## config.mk

```make
export PLATFORM = sky130hd
export DESIGN_NAME = mc_cpu_core
export DESIGN_NICKNAME = d
export VERILOG_FILES = /design/src/rtl/mc_cpu_core.sv
export SDC_FILE = /design/constraint.sdc
export NUM_CORES = 1
export LEC_CHECK = 0
export ABC_CLOCK_PERIOD_IN_PS = 7900
export CORE_MARGIN = 3
export CORE_UTILIZATION = 35
export DETAILED_ROUTE_END_ITERATION = 6
export PLACE_DENSITY = 0.61
export SKIP_CTS_REPAIR_TIMING = 1
export SLEW_MARGIN = 30
export SYNTH_ARGS = -nofsm -noshare
export SYNTH_HDL_FRONTEND = slang
export SYNTH_SLANG_ARGS = --single-unit
```

## constraint.sdc

```tcl
create_clock -name clk -period 7.9 [get_ports clk]
set_input_delay 1.185 -clock clk [delete_from_list [all_inputs] [get_ports clk]]
set_output_delay 1.185 -clock clk [all_outputs]
set_load 0.03 [all_outputs]
```

## src/rtl/mc_cpu_core.sv

```systemverilog
// mc_cpu_core: multi-cycle core for the 9-bit ISA.
// Fetch happens through a synchronous instruction memory. Data memory uses a
// req/ack handshake, so data memories with variable latency are supported.
// Define MC_CPU_PERF_CNT_EN to add the cyc_cnt/ret_cnt performance counters.
// The default build leaves the counters out.
module mc_cpu_core #(
  parameter int          DW     = 8,
  parameter int          PW     = 9,
  parameter int unsigned RST_PC = 0
) (
  input  logic          clk,
  input  logic          reset,
  input  logic          start,
  output logic          done,
  output logic          imem_rd,
  output logic [PW-1:0] imem_addr,
  input  logic [8:0]    imem_data,
  output logic          dmem_req,
  output logic          dmem_we,
  output logic [DW-1:0] dmem_addr,
  output logic [DW-1:0] dmem_wdata,
  input  logic          dmem_ack,
  input  logic [DW-1:0] dmem_rdata,
`ifdef MC_CPU_PERF_CNT_EN
  output logic [31:0]   cyc_cnt,
  output logic [31:0]   ret_cnt,
`endif
  output logic          zero
);

  localparam logic [2:0]    OP_ADD     = 3'd0;
  localparam logic [2:0]    OP_SUB     = 3'd1;
  localparam logic [2:0]    OP_AND     = 3'd2;
  localparam logic [2:0]    OP_SHF     = 3'd3;
  localparam logic [2:0]    OP_LDI     = 3'd4;
  localparam logic [2:0]    OP_LDR     = 3'd5;
  localparam logic [2:0]    OP_STR     = 3'd6;
  localparam logic [2:0]    OP_BZ      = 3'd7;
  localparam logic [8:0]    HALT_INSTR = 9'h1FF;
  localparam logic [PW-1:0] START_PC   = PW'(RST_PC);

  typedef enum logic [2:0] {
    S_IDLE,
    S_FETCH,
    S_EXEC,
    S_MEM,
    S_HALT
  } state_t;

  state_t        state_reg, state_next;
  logic [PW-1:0] pc_reg, pc_next;
  logic [8:0]    ir_reg;
  logic          zero_reg;
  logic [DW-1:0] rf_reg [8];

  logic          rf_we;
  logic [2:0]    rf_waddr;
  logic [DW-1:0] rf_wdata;

  // Decode fields. EXEC works straight from the memory output word.
  // MEM works from the latched IR.
  logic [2:0]    op, ra_idx, rb_idx, shf_idx, shamt;
  logic [DW-1:0] ra_val, rb_val, shf_val, shf_res;
  logic [PW-1:0] br_off, pc_inc;
  logic [2:0]    mem_op;
  logic [DW-1:0] mem_ra_val, mem_rb_val;

  assign op      = imem_data[8:6];
  assign ra_idx  = imem_data[5:3];
  assign rb_idx  = imem_data[2:0];
  assign shf_idx = imem_data[4:2];
  assign shamt   = {1'b0, imem_data[1:0]} + 3'd1;
  assign ra_val  = rf_reg[ra_idx];
  assign rb_val  = rf_reg[rb_idx];
  assign shf_val = rf_reg[shf_idx];
  assign shf_res = imem_data[5] ? (shf_val >> shamt) : (shf_val << shamt);
  assign br_off  = {{(PW-3){rb_idx[2]}}, rb_idx};
  assign pc_inc  = pc_reg + PW'(1);

  assign mem_op     = ir_reg[8:6];
  assign mem_ra_val = rf_reg[ir_reg[5:3]];
  assign mem_rb_val = rf_reg[ir_reg[2:0]];

  // The data address and store data come from the latched IR and registers.
  // Registers are not written while in MEM, so both stay stable until ack.
  assign dmem_addr  = mem_rb_val;
  assign dmem_wdata = mem_ra_val;
  assign imem_addr  = pc_reg;
  assign zero       = zero_reg;

  // Next-state, datapath control and strobes, all decoded from the current state.
  always_comb begin
    state_next = state_reg;
    pc_next    = pc_reg;
    rf_we      = 1'b0;
    rf_waddr   = ra_idx;
    rf_wdata   = '0;
    done       = 1'b0;
    imem_rd    = 1'b0;
    dmem_req   = 1'b0;
    dmem_we    = 1'b0;
    unique case (state_reg)
      S_IDLE: begin
        if (start) begin
          state_next = S_FETCH;
          pc_next    = START_PC;
        end
      end
      S_FETCH: begin
        imem_rd    = 1'b1;
        state_next = S_EXEC;
      end
      S_EXEC: begin
        if (imem_data == HALT_INSTR) begin
          state_next = S_HALT;
        end else begin
          state_next = S_FETCH;
          pc_next    = pc_inc;
          case (op)
            OP_ADD: begin
              rf_we    = 1'b1;
              rf_wdata = ra_val + rb_val;
            end
            OP_SUB: begin
              rf_we    = 1'b1;
              rf_wdata = ra_val - rb_val;
            end
            OP_AND: begin
              rf_we    = 1'b1;
              rf_wdata = ra_val & rb_val;
            end
            OP_SHF: begin
              rf_we    = 1'b1;
              rf_waddr = shf_idx;
              rf_wdata = shf_res;
            end
            OP_LDI: begin
              rf_we    = 1'b1;
              rf_waddr = 3'd1;
              rf_wdata = DW'(imem_data[5:0]);
            end
            OP_BZ: begin
              if (ra_val == '0) pc_next = pc_reg + br_off;
            end
            default: begin
              // LDR and STR keep the PC until the handshake completes.
              state_next = S_MEM;
              pc_next    = pc_reg;
            end
          endcase
        end
      end
      S_MEM: begin
        dmem_req = 1'b1;
        dmem_we  = (mem_op == OP_STR);
        if (dmem_ack) begin
          state_next = S_FETCH;
          pc_next    = pc_inc;
          if (mem_op == OP_LDR) begin
            rf_we    = 1'b1;
            rf_waddr = ir_reg[5:3];
            rf_wdata = dmem_rdata;
          end
        end
      end
      S_HALT: begin
        done = 1'b1;
        if (start) begin
          state_next = S_FETCH;
          pc_next    = START_PC;
        end
      end
      default: begin
        state_next = S_IDLE;
      end
    endcase
  end

  // State register. An asynchronous reset drops the MEM strobes at once.
  always_ff @(posedge clk or negedge reset) begin
    if (!reset) state_reg <= S_IDLE;
    else        state_reg <= state_next;
  end

  // PC, IR and zero flag. The zero flag tracks every register write result.
  always_ff @(posedge clk or negedge reset) begin
    if (!reset) begin
      pc_reg   <= START_PC;
      ir_reg   <= '0;
      zero_reg <= 1'b0;
    end else begin
      pc_reg <= pc_next;
      if (state_reg == S_EXEC) ir_reg <= imem_data;
      if (rf_we) zero_reg <= (rf_wdata == '0);
    end
  end

  // Register file r0..r7. The write lands at the end of EXEC/MEM.
  always_ff @(posedge clk or negedge reset) begin
    if (!reset) begin
      for (int i = 0; i < 8; i++) rf_reg[i] <= '0;
    end else if (rf_we) begin
      rf_reg[rf_waddr] <= rf_wdata;
    end
  end

`ifdef MC_CPU_PERF_CNT_EN
  logic accept, retire, busy;

  assign accept = start && ((state_reg == S_IDLE) || (state_reg == S_HALT));
  assign busy   = (state_reg == S_FETCH) || (state_reg == S_EXEC) || (state_reg == S_MEM);
  assign retire = ((state_reg == S_EXEC) && (imem_data != HALT_INSTR) &&
                   (op != OP_LDR) && (op != OP_STR)) ||
                  ((state_reg == S_MEM) && dmem_ack);

  // Saturating cycle and retire counters. Both clear on every accepted start.
  always_ff @(posedge clk or negedge reset) begin
    if (!reset) begin
      cyc_cnt <= '0;
      ret_cnt <= '0;
    end else if (accept) begin
      cyc_cnt <= '0;
      ret_cnt <= '0;
    end else begin
      if (busy && (cyc_cnt != 32'hFFFF_FFFF))   cyc_cnt <= cyc_cnt + 32'd1;
      if (retire && (ret_cnt != 32'hFFFF_FFFF)) ret_cnt <= ret_cnt + 32'd1;
    end
  end
`endif

endmodule

```

# Word-level counts from Yosys, hierarchy flattened
# Cells that the tools add are included.
# W data, S select, Z words.
# classes
reduce_logical	11
addsub	5
n_lt_le_gt_ge	7
shifts	2
n_mux	49
n_bitwise	7
eq_ne	16
# ops
operator	count
$bmux W8 S3	5
$mux W8	15
$bwmux W64	1
$pmux W8 S5	1
$mux W9	4
$pmux W9 S3	1
$demux W8 S3	1
$ge A4 B4 Y1 const B	6
$not A3 Y4	6
$mux W3	6
$pmux W9 S2	1
$logic_not A8 Y1	2
$pmux W8 S2	1
$eq A3 B3 Y1 const B	5
$eq A3 B2 Y1 const B	4
$pmux W3 S2	2
$pmux W3 S4	1
$add A9 B1 Y9 const B	1
$add A9 B9 Y9	1
$eq A9 B9 Y1 const B	1
$add A8 B8 Y8	1
$and A8 B8 Y8	1
$mux W1	8
$shl A8 B3 Y8	1
18 further kinds	21
# totals
word_cells	109
regBits	86
input_bits	21
output_inout_bits	30

# Logic depth before layout (Yosys ltp)
# logic_depth
depth_word	10
mapped_depth	18
depth_no_buf	14

# Worst setup path after synthesis
# OpenSTA, ideal clock, no wires.
# synth_timing
kind	input to register
start	in imem_data[2]
end	reg zero_reg (netlist: zero)
t_required_ns	7.796
setup_time_ns	0.104
cell_stages	18
arrival_time_ns	4.838
setup_slack_ns	2.958
n_path_buf	4
cell_sequence	buf_6 buf_8 buf_2 buf_2 mux4_2 mux2i_1 ha_1 nor2_1 a21oi_1 fa_1 xor2_1 o2bb2ai_1 a22oi_1 o21ai_0 a211oi_1 nand2_1 or4_1 o41ai_2
# synth_between
elab_chain_len	10
elab_cells_between_ends	21
classes_between	add/sub (2); eq/ne (1); shift (2); mux (12); bitwise (3); reduce/logical (1)
# synth_rtl
item	line	source
from (decl)	17	input logic [8:0] imem_data,
parallel branches: the longest is 10 deep, another holds $sub A8 B8 Y8	-	
to (signal assigned)	194	if (rf_we) zero_reg <= (rf_wdata == '0);
to (decl)	53	logic zero_reg;
# Several ways; the timed one is not identified. The select of a mux whose other input is x is not followed.
# A chain may end at the register's enable or synchronous reset.

# Final worst setup path
# layout_timing
start	in imem_data[1]
end	reg rf_reg[31] (netlist bit)
# layout_between
elab_chain_len	9
elab_cells_between_ends	26
classes_between	add/sub (3); order compare (2); eq/ne (1); shift (2); mux (14); bitwise (3); reduce/logical (1)
# layout_rtl
item	line	source
$not A3 Y4 (not written as such) / $eq A9 B9 Y1 (equally long branches)	74, 114	
$bmux W8 S3 / $mux W3 (equally long branches)	74, 114	
$mux W8 (not written as such) / $pmux W3 S2 (equally long branches)	74, 102	
$mux W8 (not written as such) / $not A3 Y4 (equally long branches)	74, 203	
$sub A8 B8 Y8, or another cell as far along	126	rf_wdata = ra_val - rb_val;
$pmux W8 S5 / $logic_and A1 B1 Y1 (equally long branches)	119, 203	
$mux W8 (on tied branches)	114, 203	
$pmux W8 S2 / $demux W8 S3 (equally long branches)	102, 203	
$bwmux W64	203	rf_reg[rf_waddr] <= rf_wdata;
to (signal, indexed assignment)	203	
to (decl)	54	logic [DW-1:0] rf_reg [8];
# Parallel ways exist; a longest one is shown, timed or not. The select of a mux whose other input is x is not followed.

==> summary.txt <==
Logic synthesis
  – Count of flip-flops with a built-in enable after synthesis: 0
  – Post-synth ARST share: 100.0%
  – Synthesized netlist cell count: a little over 700
  – Synth Register Bits: 86
  – Top flip-flop cell by instance count after synthesis: dfrtp_1
  – Complex-gate fraction of the synthesized area: approximately a tenth
  – Net count after synthesis: 746
  – Largest family of logic cells by synthesized area: multiplexers
  – Share of the synthesized area in the top cell type: 27.34%
  – Cell area after synthesis: about 7900 um^2
  – Commonest cells post-synth: 103 x mux2_2, 86 x dfrtp_1, 73 x mux4_2, 47 x nor2_1, 39 x nand2_1
  – Number of unique standard cell types used by synthesis: 70
  – Library cell occupying the most area in the post-synthesis netlist: dfrtp_1
  – Share of synthesized cell area in and, or, nand and nor gates: 12.41%
  – Post-synthesis area per instance: about 11 um^2
  – Post-synthesis mux area share: 40.63%
  – Dominant cells by area after synthesis: dfrtp_1 27%, mux4_2 21%, mux2_2 15%
  – Adder and majority gate portion of the synthesized area: about 3.5%
  – Sequential fraction of the synthesis area: 27.34%
  – Post-Synth XOR/XNOR Area: roughly 2.2%
  – Most used standard cell by instance count after synthesis: mux2_2
  – Warnings, synthesis: 0

STA
  – Post-Route Setup TNS: 0 ps
  – Total of endpoints with negative setup slack in the final report: 0
  – Number of hold violations in the final report: 0
  – Worst clock skew: 11.70 ps
  – Final count of pins violating max slew: 0
  – Max Clock Freq: around 180 MHz
  – Period utilisation layout: between 70% and 80%
  – Max-slew headroom: between 30% and 40%
  – RSZ-0062 raised after global routing: false
  – Slew of the pin with the lowest slew margin: 1002 ps
  – Shortest period the worst path allows: 5696 ps

Power
  – Internal power of the cells: between 1.5 and 2 mW
  – Static Leakage: ~3.7 nW
  – Net Sw Power: 1.265 mW
  – Power share of the combinational group: 54.4%
  – Largest vdd supply drop: 113.3 uV
  – Switching Fraction: between 40% and 50%
  – Flop pwr share: 29.6%
  – Power density cells: 322.1 nW/um^2
  – Clock network power share: 16.0%

Clock tree
  – Clock transition at the registers of the reported paths: around 70 ps
  – CTS Root Buffer Type: clkbuf_16
  – Clock network latency to the later pin of the worst-skew pair: around 360 ps
  – Clock tree from TritonCTS: done
  – TritonCTS Sinks: 86
  – Number of buffers added by the clock tree synthesis step: 9
  – Bufs on Longest Clock Path: 2
  – Maximum level of the CTS H-tree: 3

Run status
  – Status: finished, final reports clean

Place
  – Placed cell count: roughly 1000
  – Final weighted congestion in routability-driven placement: 0.9707
  – Post-detail-place hpwl: roughly 17000 um
  – I/O Buffers: 50

Critical path
  – Required time at the endpoint of the critical path: just over 8000 ps
  – Category of the most critical setup path: in -> reg
  – Critical path's slowest cell: clkdlybuf4s50_1
  – Critical Path Sink Type: flip-flop
  – CP arrival: roughly 5900 ps
  – Max incr delay on CP: a little under 700 ps
  – Ordered list of cells on the worst path: clkdlybuf4s50_1, inv_1, mux2i_1, ha_1, a21oi_1, xor2_1, ha_1, nand3_1, nand2_1, a41o_1, o41ai_1, xnor2_1, mux2i_1, nand4_1, mux2_2
  – Largest fanout of any net on the critical path: 13
  – Sort of element at the start of the critical path: input pin

Routing
  – Post-route DRC violation count: 0
  – Drt total wl: between 20000 and 25000 um
  – Drt pass-1 iters: 5
  – Final antenna-violating net count: 0
  – Number of violations reported at the end of detailed-routing iteration 0: 706
  – Final routed wire length divided by cell count: between 20 and 25 um
  – DR vias: between 6000 and 7000
  – Vias per Instance: ~6.2

Floorplanning
  – Width of the die: roughly 160 um
  – Overall die height: between 150 and 200 um
  – Standard-cell row count: 54
  – Core ar.: ~22000 um^2
  – Die Area: approximately 24000 um^2
  – Initial Utilization: a little over a third
  – I/O pin count: 51

Layout
  – Post-layout instance count excluding filler cells: 1015
  – Max reg flops: 64
  – Diodes inserted: 0
  – Final standard cell utilization of the core: about two fifths
  – Area taken by multi-input logic gates: about 5500 um^2
  – FILL cells: 2075
  – Area overhead of the layout relative to synthesis: 12.92%
  – Nets: about 770
  – Sequential cell area in the final layout: between 2000 and 2500 um^2
  – Proportion of layout cells with a drive suffix above 1: 29.80%

Global route
  – Met2 Usage GRT: between 20% and 30%
  – Global-route usage over all layers: 19.67%
  – Via count of the first global-routing pass: 6126
  – Maximum number of pins on one net before global-route repair: 76
  – GR Layer Usage met3: around 3.2%
  – GRT overflow: 0
  – Layer with the highest usage: met1
  – Global-route wire length before repair: ~37000 um
  – Met1 usage: slightly below 30%
  – Initial antenna violation count: 0

Min path
  – Hold WC Path Type: reg -> reg

Flow run
  – Number of max-capacitance violations reported: 0
## worst paths after layout
| path | from | endpoint | slack [ps] | cells past startpoint |
|---|---|---|---|---|
| worst min register to register | ir_reg[7] | ir_reg[7] | 530 | 1 |
| worst max-delay path | imem_data[1] | rf_reg[31] | 2200 | 15 |
| min in group asynchronous | reset | rf_reg[19] | 670 | 1 |
| worst min-delay path | ir_reg[7] | ir_reg[7] | 530 | 1 |
| worst max register to register | rf_reg[16] | rf_reg[31] | 3560 | 14 |
| max in group asynchronous | reset | ir_reg[0] | 6210 | 2 |
## power groups by stage
stage                     clock, mW  sequential (mW)  combinational [mW]
final                         0.457            0.849                1.56
after global routing          0.489            0.880                1.68
after CTS                     0.467            0.842                1.56
after detailed placement          0            0.851                1.54
after global placement            0            0.843                1.53
after floorplan                   0            0.718                1.22
## layout by cell type, fill, tap and decap left out, types with 6 or more instances in the layout
cell type / n
a21oi_1: 35
and2_1: 8
buf_4: 8
clkbuf_16: 9
clkdlybuf4s50_1: 46
dfrtp_1: 85
ha_1: 19
inv_1: 16
mux2_2: 103
mux2i_1: 21
mux4_1: 6
mux4_2: 73
nand2_1: 39
nand2b_1: 6
nand3_1: 14
nand3b_1: 7
nor2_1: 47
nor2b_1: 11
nor3_1: 17
o21ai_0: 18
o21ai_1: 12
o22ai_1: 7
or3_1: 8
xnor2_1: 9
xor2_1: 11
## metrics by stage
step	instance area [um^2]	setup WS (ps)	hold slack [ps]	power, mW
final	8889	2204	529.5	2.863
after CTS	8886	2229	534.4	2.864
after detailed placement	8572	1862	515.0	2.395
after global routing	8889	2011	564.4	3.049
after floorplan	7871	2958	494.1	1.934
after global placement	8549	2046	511.3	2.373
## metal layers
metal / routed length (um) / up-vias
met1: 10810 / 3215
met5: 0 / -
met4: 646 / 0
met3: 1482 / 35
met2: 10710 / 281
li1: - / 2801
## worst max-delay path: cells and delay by family
family,cells,cell delay (ps)
fa+ha+maj,2,650
compound gates,3,720
xor+xnor,2,370
simple gates,3,540
buf+inv,2,1340
mux,3,1110
## layout make-up
| type | count | area share, % |
|---|---|---|
| well taps | 280 | 3.941 |
| inverters | 18 | 0.7601 |
| repair buffers | 57 | 6.095 |
| clock buffers | 10 | 2.689 |
| clock inverters | 6 | 0.8446 |
| flip-flops and latches | 86 | 24.23 |
| multi-input cells | 558 | 61.44 |
## kinds of logic (layout without fill, tap and decap cells)
family          count (synthesis)  after routing
compound gates                124            124
flops                          86             86
buf+inv                        60             91
mux                           205            205
xor+xnor                       20             20
simple gates                  188            188
fa+ha+maj                      21             21
Power figures use the tool's default switching activity.
